**src/rtl/jcquant_q1.sv**
```systemverilog
// ---------------------------------------------------------------------------
// jcquant_q1 -- forward quantizer for the JPEG encode path.
//
// Loads a quantization table from qStream, then divides each signed DCT
// coefficient from inStream by the table entry for its position in the
// block. Rounding is to nearest, with halves rounded away from zero. A
// serial restoring divider produces one quotient bit per cycle. Results
// leave on outStream. All four streams use the _d/_e/_v/_b token protocol:
// a token moves on a rising edge when _v=1 and _b=0.
//
// Ports:
//   clock        rising-edge clock
//   reset        asynchronous, active-high reset
//   qStream_*    quantization table entries in (QW-bit unsigned), _b out
//   inStream_*   DCT coefficients in (DW-bit signed, block order), _b out
//   outStream_*  quantized coefficients out (DW-bit signed), _b in
// ---------------------------------------------------------------------------
module jcquant_q1 #(
  parameter int DW    = 16,
  parameter int QW    = 8,
  parameter int NCOEF = 64
) (
  input  logic          clock,
  input  logic          reset,
  input  logic [QW-1:0] qStream_d,
  input  logic          qStream_e,
  input  logic          qStream_v,
  output logic          qStream_b,
  input  logic [DW-1:0] inStream_d,
  input  logic          inStream_e,
  input  logic          inStream_v,
  output logic          inStream_b,
  output logic [DW-1:0] outStream_d,
  output logic          outStream_e,
  output logic          outStream_v,
  input  logic          outStream_b
);

  localparam int IW = $clog2(NCOEF);
  localparam int CW = $clog2(DW + 1);
  localparam logic [IW-1:0] LAST_IDX = IW'(NCOEF - 1);
  localparam logic [CW-1:0] LAST_STEP = CW'(DW);

  typedef enum logic [2:0] {LOADQ, IDLE, DIV, EMIT, EOS, DONE} stateT;

  stateT         state;
  logic [IW-1:0] loadIdx;
  logic [IW-1:0] coefIdx;
  logic [QW-1:0] qTable [NCOEF];

  // Divider working registers: nq holds the dividend. It shifts out at the
  // top while quotient bits shift in at the bottom. rem always stays below
  // the divisor, so QW bits are enough to hold it.
  logic          negRes;
  logic [QW-1:0] divisor;
  logic [QW-1:0] rem;
  logic [DW:0]   nq;
  logic [CW-1:0] stepCnt;

  // Combinational helpers
  logic [QW:0]   trial;
  logic          qBit;
  logic [QW-1:0] remNext;
  logic [DW-1:0] quotLow;
  logic [DW-1:0] result;
  logic [DW:0]   inExt;
  logic [DW:0]   inMag;
  logic [QW-1:0] qEntry;
  logic [DW:0]   dividend;
  logic          tableWrite;
  logic          inAccept;

  // One restoring-division step. The final step also forms the signed
  // result directly, so EMIT can start on the cycle right after the last
  // quotient bit. The quotient always fits in DW bits once truncated.
  // |-32768| with Q=1 becomes 0x8000, and negating that gives -32768 again.
  always_comb begin
    trial   = {rem, nq[DW]};
    qBit    = (trial >= {1'b0, divisor});
    remNext = qBit ? (trial[QW-1:0] - divisor) : trial[QW-1:0];
    quotLow = {nq[DW-2:0], qBit};
    result  = negRes ? -quotLow : quotLow;
  end

  // Front end of the divide. The magnitude is computed DW+1 bits wide so
  // that -32768 is exact. Adding floor(Q/2) before a truncating divide
  // turns it into round-half-away-from-zero on the magnitude.
  always_comb begin
    inExt      = {inStream_d[DW-1], inStream_d};
    inMag      = inStream_d[DW-1] ? -inExt : inExt;
    qEntry     = qTable[coefIdx];
    dividend   = inMag + {{(DW + 2 - QW){1'b0}}, qEntry[QW-1:1]};
    tableWrite = qStream_v && !qStream_b;
    inAccept   = inStream_v && !inStream_b;
  end

  // Main controller. All stream outputs are registered and updated together
  // with the state, so no _v input ever reaches a _b output combinationally.
  always_ff @(posedge clock or posedge reset) begin
    if (reset) begin
      state       <= LOADQ;
      loadIdx     <= '0;
      coefIdx     <= '0;
      for (int i = 0; i < NCOEF; i++) qTable[i] <= QW'(1);
      negRes      <= 1'b0;
      divisor     <= QW'(1);
      rem         <= '0;
      nq          <= '0;
      stepCnt     <= '0;
      qStream_b   <= 1'b0;
      inStream_b  <= 1'b1;
      outStream_v <= 1'b0;
      outStream_e <= 1'b0;
      outStream_d <= '0;
    end else begin
      case (state)
        LOADQ: begin
          if (tableWrite) begin
            if (qStream_e) begin
              state      <= IDLE;
              qStream_b  <= 1'b1;
              inStream_b <= 1'b0;
            end else begin
              // A zero entry would make the divide meaningless, so it is stored as 1
              qTable[loadIdx] <= (qStream_d == '0) ? QW'(1) : qStream_d;
              loadIdx         <= loadIdx + 1'b1;
              if (loadIdx == LAST_IDX) begin
                state      <= IDLE;
                qStream_b  <= 1'b1;
                inStream_b <= 1'b0;
              end
            end
          end
        end

        IDLE: begin
          if (inAccept) begin
            inStream_b <= 1'b1;
            if (inStream_e) begin
              state       <= EOS;
              outStream_v <= 1'b1;
              outStream_e <= 1'b1;
              outStream_d <= '0;
            end else begin
              state   <= DIV;
              negRes  <= inStream_d[DW-1];
              divisor <= qEntry;
              rem     <= '0;
              nq      <= dividend;
              stepCnt <= '0;
            end
          end
        end

        DIV: begin
          rem <= remNext;
          nq  <= {nq[DW-1:0], qBit};
          if (stepCnt == LAST_STEP) begin
            state       <= EMIT;
            outStream_v <= 1'b1;
            outStream_e <= 1'b0;
            outStream_d <= result;
          end else begin
            stepCnt <= stepCnt + 1'b1;
          end
        end

        EMIT: begin
          if (!outStream_b) begin
            state       <= IDLE;
            outStream_v <= 1'b0;
            inStream_b  <= 1'b0;
            coefIdx     <= (coefIdx == LAST_IDX) ? '0 : coefIdx + 1'b1;
          end
        end

        EOS: begin
          if (!outStream_b) begin
            state       <= DONE;
            outStream_v <= 1'b0;
            outStream_e <= 1'b0;
          end
        end

        default: begin
          // DONE: terminal until reset
          outStream_v <= 1'b0;
          inStream_b  <= 1'b1;
          qStream_b   <= 1'b1;
        end
      endcase
    end
  end

endmodule

```
**config.mk**
```make
export PLATFORM = sky130hd
export DESIGN_NAME = jcquant_q1
export DESIGN_NICKNAME = d
export VERILOG_FILES = /design/src/rtl/jcquant_q1.sv
export SDC_FILE = /design/constraint.sdc
export NUM_CORES = 1
export LEC_CHECK = 0
export CAP_MARGIN = 10
export CORE_MARGIN = 1.5
export CORE_UTILIZATION = 40
export DETAILED_ROUTE_END_ITERATION = 10
export SKIP_CTS_REPAIR_TIMING = 1
export SYNTH_ARGS = -nofsm -noshare
export SYNTH_HDL_FRONTEND = slang
export SYNTH_SLANG_ARGS = --single-unit
```
**constraint.sdc**
```tcl
create_clock -name clock -period 22.7 [get_ports clock]
set_input_delay 4.54 -clock clock [delete_from_list [all_inputs] [get_ports clock]]
set_output_delay 4.54 -clock clock [all_outputs]
set_load 0.05 [all_outputs]
```
Yosys cells after proc, flatten, opt, wreduce, memory -nomap -nowiden --
Index checks and enable logic that the tools add are counted.
Storage, ports and cells: memory bits (writable) 0, bits in registers 586, output and inout port bits 20, memories kept 0, logic and storage cells 187, latch bits 0, input bits 31, memory bits (read-only) 0
Cells by class: mux-type cells 50, eq/ne operators 17, $add $sub $neg 7, reductions and logical operators 24, multiply operators 0, div/mod/pow operators 0, shifts and indexed selects 0, order comparisons 4, bitwise operators 8
Operator list (count):
- $bwmux 512 | 1
- $mux 16 | 4
- $mux 8 | 7
- $mux 17 | 3
- $bmux 8 s6 | 1
- $demux 8 s6 | 1
- $pmux 17 s2 | 1
- $pmux 16 s2 | 1
- $mux 3 | 8
- $ne 2x2->1 const B | 9
- $add 17x7->17 | 1
- $neg 17->17 | 1
- $neg 16->16 | 1
- $pmux 8 s2 | 1
- $mux 5 | 3
- $pmux 3 s5 | 1
- $reduce_and 5->1 | 3
- $ge 7x7->1 const B | 2
- $not 6->7 | 2
- $add 6x1->6 const B | 2
- $eq 6x6->1 const B | 2
- $mux 1 | 12
- $reduce_and 3->1 | 4
- $pmux 5 s2 | 1
- 26 further kinds | 38

Logic depth before layout (Yosys ltp) --
word-level depth 8, gate-level depth with buffers 19, depth with buffers taken out 15

Worst setup path before layout --
Ideal clock, no wire load.
kind input port to flip-flop, start point input inStream_d[15], end point register nq[14], data arrival time 6.926 ns, setup time 0.137 ns, path slack 15.637 ns, stages on the path 12, cell sequence clkbuf_1 -> clkbuf_1 -> nand2_1 -> o21a_1 -> fa_1 -> nor2b_1 -> o31a_1 -> o21ai_0 -> nor4_1 -> nand3_1 -> xnor2_1 -> o21ai_0
On the way: word-level cells in the longest chain between the ends 5
Ends and longest elaborated chain:
- start: declaration | line 29 | input logic [DW-1:0] inStream_d,
- $mux 17 | line 90 | inMag = inStream_d[DW-1] ? -inExt : inExt;
- $add 17x7->17 | line 92 | dividend = inMag + {{(DW + 2 - QW){1'b0}}, qEntry[QW-1:1]};
- $mux 17 | line 139 | if (inStream_e) begin
- $mux 17 | line 137 | if (inAccept) begin
- $pmux 17 s2 | line 116 | case (state)
- end signal: assignment | line 149 | nq <= dividend;
- end signal: assignment | line 157 | nq <= {nq[DW-1:0], qBit};
- end: declaration | line 57 | logic [DW:0] nq;
Every way passes these cells. The select of a mux whose other input is x is not followed. A chain may end at the register's enable or synchronous reset.

Worst setup path in the final report --
start point input inStream_d[0], end point register nq[14]
On the way: word-level cells in the longest chain between the ends 6
Ends and longest elaborated chain (line):
- $neg 17->17 | 90
- $mux 17 (*) | 90
- $add 17x7->17 (*) | 92
- $mux 17 (*) | 139
- $mux 17 (*) | 137
- $pmux 17 s2 (*) | 116
Mark *: on every way between the ends. The rest lies on a longest branch, timed or not. The select of a mux whose other input is x is not followed.

==> results <==
- The flow ran to the end, and the final reports show no timing, DRC or antenna violations.
- Compared with the post-synthesis result, the final layout area differs by 12.45%.
- In the final routed layout, each cell accounts on average for 22.41 um.
- The clock latency at the later pin of the worst-skew pair is 0.63 ns.
- The number of fillers in the final layout is 6,132.
- The number of hold violations in the final report is 0.
- The actual transition at the worst max-transition pin is between 1 and 1.5 ns.
- Once detailed placement completed, the half-perimeter wirelength came to ~43 mm.
- The proportion of netlist area held by the largest area contributor is 0.4635.
- The path with the worst hold slack has its endpoint at outStream_d[10]$_DFFE_PP0P_.
- The die boundary width is roughly 270 um.
- In the finished design, the share of the clock period the worst path needs comes to 0.3297.
- Once detail routing completed, the nets flagged for antenna violations numbered 0.
- The initial antenna violation count is 0.
- Setup repair after global routing left no endpoint under its margin.
- The I/O pin total is 51.
- Leaving out fill and tap cells, the most frequent cells in the layout are 517 x sky130_fd_sc_hd__dfrtp_1, 462 x sky130_fd_sc_hd__mux2_2, 146 x sky130_fd_sc_hd__mux4_2, 122 x sky130_fd_sc_hd__nand2_1, 88 x sky130_fd_sc_hd__o21ai_0.
- The number of pins with negative max-slew slack in the final report was 0.
- After synthesis, the cell types taking the most area are sky130_fd_sc_hd__dfrtp_1 46%, sky130_fd_sc_hd__mux2_2 19%, sky130_fd_sc_hd__mux4_2 12%, sky130_fd_sc_hd__dfstp_2 6.2%, sky130_fd_sc_hd__nand2_1 1.6%.
- The first global-routing pass estimated 108.7 mm of wire.
- The first detailed-routing pass took 5 iterations.
- The design draws 2.182 mW.
- The combined area of the multi-input logic cells is about 0.013 mm2.
- The reported leakage power is 14.29 nW.
- The post-CTS clock slew at the launch and capture registers of the worst setup and hold paths is around 0.050 ns.
- The via count of the first global-routing pass is 17,970.
- The upper clock frequency limit is ~130 MHz.
- The number of input and output port buffers inserted is 50.
- The capturing element type of the critical path is a flip-flop.
- The vertical die dimension is ~270 um.
- The utilization after layout is 0.4571.
- The number of cells after detailed placement is 2,913.
- The capture instance of the worst register-to-register path is nq[8]$_DFFE_PP0P_.
- The classification of the worst setup path is in -> reg.
- Synthesis inferred 586 register bits.
- The via density per instance is approximately 5.6.
- Data on the critical path is required at its endpoint by 23.18 ns.
- Summed over all layers, the routed wires come to 68.03 mm.
- The net count after synthesis is 2,108.
- The maximum buffer depth of the clock tree is 3.
- The slack of the critical path is roughly 15 ns.
- The clock arrives with 0.03049 ns of skew.
- For the worst flop-to-flop path, the logic depth is 17.
- The initial utilization of the core area, before any placement, comes to 0.4065.
- The kind of path behind the tightest hold check is reg -> reg.
- The count of flip-flops with a built-in enable after synthesis is 0.
- For the final routed database, the setup TNS stands at 0 ns.
- The worst hold path startpoint is outStream_d[10]$_DFFE_PP0P_.
- The nature of the critical path startpoint is a primary input.
- The area of the die is 0.07179 mm2.
- CTS saw 586 sinks.
- For this run, the leading register cell type out of synthesis is sky130_fd_sc_hd__dfrtp_1.
- The final setup violation count is 0.
- The share of synthesized area occupied by flip-flops and latches is 0.5252.
- The worst path needs 7.484 ns of the cycle, external delays included.
- The number of antenna diodes in the final layout is 0.
- The cell type contributing the most total cell area after synthesis is sky130_fd_sc_hd__dfrtp_1.
- The finished layout holds 3,036 standard cells, fillers aside.
- In this run the tightest slew margin relative to its limit is 0.2220.
- The worst slack after detailed placement is 14.59 ns.
- The setup check on the worst reg-to-reg path leaves a slack of 16.75 ns.
- During synthesis, Yosys emitted a total of 0 warnings.
- Entering global routing, the biggest net connects about 180 pins.
- Across the VDD grid, the largest voltage drop is 0.04376 mV.
- The floorplan has 96 rows.
- The H-tree depth reported by CTS is 3.
- For this design the ratio of total power to cell area is 69.11 mW/mm2.
- The congestion estimate from routability-driven global placement came to between 0.8 and 0.9.
- In this run the clock root is driven by a sky130_fd_sc_hd__clkbuf_16.
- After the last flow step, the layout net total stands at 2,105.
- The start of the worst register-to-register path is coefIdx[0]$_DFFE_PP0P_.
- Counting the buffers created by CTS gives 66.
- The synthesized area is 0.02808 mm2.
- The maximum fanout along the worst path is 8.
- Counting flops with an async set or reset pin after synthesis yields a share of 1.000.
- The most common library cell in the layout ignoring fill and taps is sky130_fd_sc_hd__dfrtp_1.
- The standard cell area after detailed placement is 0.02940 mm2.
- The average cell area after synthesis is 13.67 um2.
- The cell count after synthesis came out at 2,054.
- The clock tree from TritonCTS is yes.
- Data on the critical path arrives at its endpoint at slightly below 8 ns.
- The finished cells cover about 0.032 mm2.
- The number of DRC markers after the initial detailed-route iteration is roughly 1,200.
- The register cell area after layout is 0.01476 mm2.
- The routed layout has 17,100 vias.
- The core region is between 0.06 and 0.07 mm2.
- The count of unresolved DRC violations after routing is 0.
- The worst hold path passes through 2 cells.
- The share of layout cells above drive strength 1 is 0.4109.
- Across the run, the number of max-cap violations was 0.
- The overall routing resource usage is 0.1959.
- Hold is met by approximately 0.48 ns.
- The total overflow reported by the global router is 0.
- After synthesis, the netlist uses between 60 and 70 different library cells.
==> sequential cells by signal, summed over array words and instances (netlist names) <==
| signal | cells |
|---|---|
| coefIdx | 6 |
| negRes | 1 |
| stepCnt | 5 |
| divisor | 8 |
| rem | 8 |
| qTable | 512 |
| nq | 17 |
| state | 3 |
| loadIdx | 6 |
| qStream_b | 1 |
| outStream_v | 1 |
| outStream_e | 1 |
| outStream_d | 16 |
| inStream_b | 1 |
==> Yosys cell counts (4+ instances only) <==
| cell | count |
|---|---|
| sky130_fd_sc_hd__mux4_2 | 146 |
| sky130_fd_sc_hd__dfstp_2 | 66 |
| sky130_fd_sc_hd__buf_2 | 18 |
| sky130_fd_sc_hd__nor2_1 | 74 |
| sky130_fd_sc_hd__nand3_1 | 13 |
| sky130_fd_sc_hd__nor2b_1 | 11 |
| sky130_fd_sc_hd__or2_2 | 4 |
| sky130_fd_sc_hd__and3_1 | 9 |
| sky130_fd_sc_hd__xnor2_1 | 21 |
| sky130_fd_sc_hd__o22ai_1 | 8 |
| sky130_fd_sc_hd__o21ai_0 | 88 |
| sky130_fd_sc_hd__buf_1 | 11 |
| sky130_fd_sc_hd__nand4_1 | 6 |
| sky130_fd_sc_hd__or3_1 | 12 |
| sky130_fd_sc_hd__ha_1 | 21 |
| sky130_fd_sc_hd__a21o_1 | 4 |
| sky130_fd_sc_hd__o41ai_1 | 7 |
| sky130_fd_sc_hd__a21oi_1 | 62 |
| sky130_fd_sc_hd__dfrtp_1 | 520 |
| sky130_fd_sc_hd__o31ai_1 | 19 |
| sky130_fd_sc_hd__nor2_2 | 33 |
| sky130_fd_sc_hd__a221oi_1 | 5 |
| sky130_fd_sc_hd__a22oi_1 | 16 |
| sky130_fd_sc_hd__clkbuf_1 | 118 |
| sky130_fd_sc_hd__mux2i_1 | 25 |
| sky130_fd_sc_hd__nand3b_1 | 7 |
| sky130_fd_sc_hd__o21a_1 | 6 |
| sky130_fd_sc_hd__or4_1 | 4 |
| sky130_fd_sc_hd__inv_1 | 25 |
| sky130_fd_sc_hd__xor2_1 | 25 |
| sky130_fd_sc_hd__a31oi_1 | 5 |
| sky130_fd_sc_hd__nor3_1 | 13 |
| sky130_fd_sc_hd__nand2_1 | 122 |
| sky130_fd_sc_hd__nand2b_1 | 13 |
| sky130_fd_sc_hd__mux2_2 | 462 |
| sky130_fd_sc_hd__nor4_1 | 7 |
==> worst max-delay path: stages <==
cell and delay (ns):
sky130_fd_sc_hd__clkdlybuf4s50_1 0.63, sky130_fd_sc_hd__inv_1 0.08, sky130_fd_sc_hd__ha_1 0.21, sky130_fd_sc_hd__nand2b_1 0.27
sky130_fd_sc_hd__o21ai_0 0.16, sky130_fd_sc_hd__xnor2_1 0.18, sky130_fd_sc_hd__ha_1 0.35, sky130_fd_sc_hd__o21a_1 0.13
sky130_fd_sc_hd__o31a_1 0.21, sky130_fd_sc_hd__o21ai_0 0.22, sky130_fd_sc_hd__nor4_1 0.53, sky130_fd_sc_hd__nand3_1 0.16
sky130_fd_sc_hd__xnor2_1 0.20, sky130_fd_sc_hd__o21ai_0 0.09
==> metal layers <==
metal | vias up | GRT usage | routed length [um]
met3 | 108 | 0.03491 | 2704
li1 | 7568 | - | -
met5 | - | 0 | 0
met4 | 0 | 0.06444 | 1763
met2 | 362 | 0.3084 | 31810
met1 | 9062 | 0.2748 | 31750
==> power breakdown <==
part / internal, mW / leakage (nW) / switching, mW
clock network: 0.626 / 1.06 / 0.439
logic: 0.0163 / 5.48 / 0.0518
registers: 1.05 / 7.75 / 0.00163
==> worst max-delay path by stage <==
stage	start	to	slack [ns]	depth (start not counted)
finish	inStream_d[0]	nq[14]$_DFFE_PP0P_	15.22	14
global route	inStream_d[0]	nq[14]$_DFFE_PP0P_	14.91	14
CTS	inStream_d[0]	nq[14]$_DFFE_PP0P_	15.23	14
detailed placement	inStream_d[0]	nq[14]$_DFFE_PP0P_	14.59	14
global placement	inStream_d[0]	nq[14]$_DFFE_PP0P_	14.67	14
floorplan	reset	coefIdx[0]$_DFFE_PP0P_	1.87	1
==> layout make-up <==
| cell class | instances | share of cell area |
|---|---|---|
| inverters | 25 | 0.003210 |
| well taps | 931 | 0.03690 |
| clock buffers | 91 | 0.05786 |
| repair buffers | 77 | 0.02156 |
| flip-flops and latches | 586 | 0.4674 |
| clock inverters | 31 | 0.01050 |
| multi-input cells | 1295 | 0.4026 |
==> logic make-up (layout without fill, tap and decap cells) <==
group / Yosys count / after routing / share of synthesized area
compound gates: 247 / 247 / 0.05370
xor+xnor: 46 / 46 / 0.01435
fa+ha+maj: 23 / 23 / 0.01078
buf+inv: 173 / 224 / 0.02407
flops: 586 / 586 / 0.5252
mux: 633 / 633 / 0.3113
simple gates: 346 / 346 / 0.06052
(Power assumes the default switching activity.)
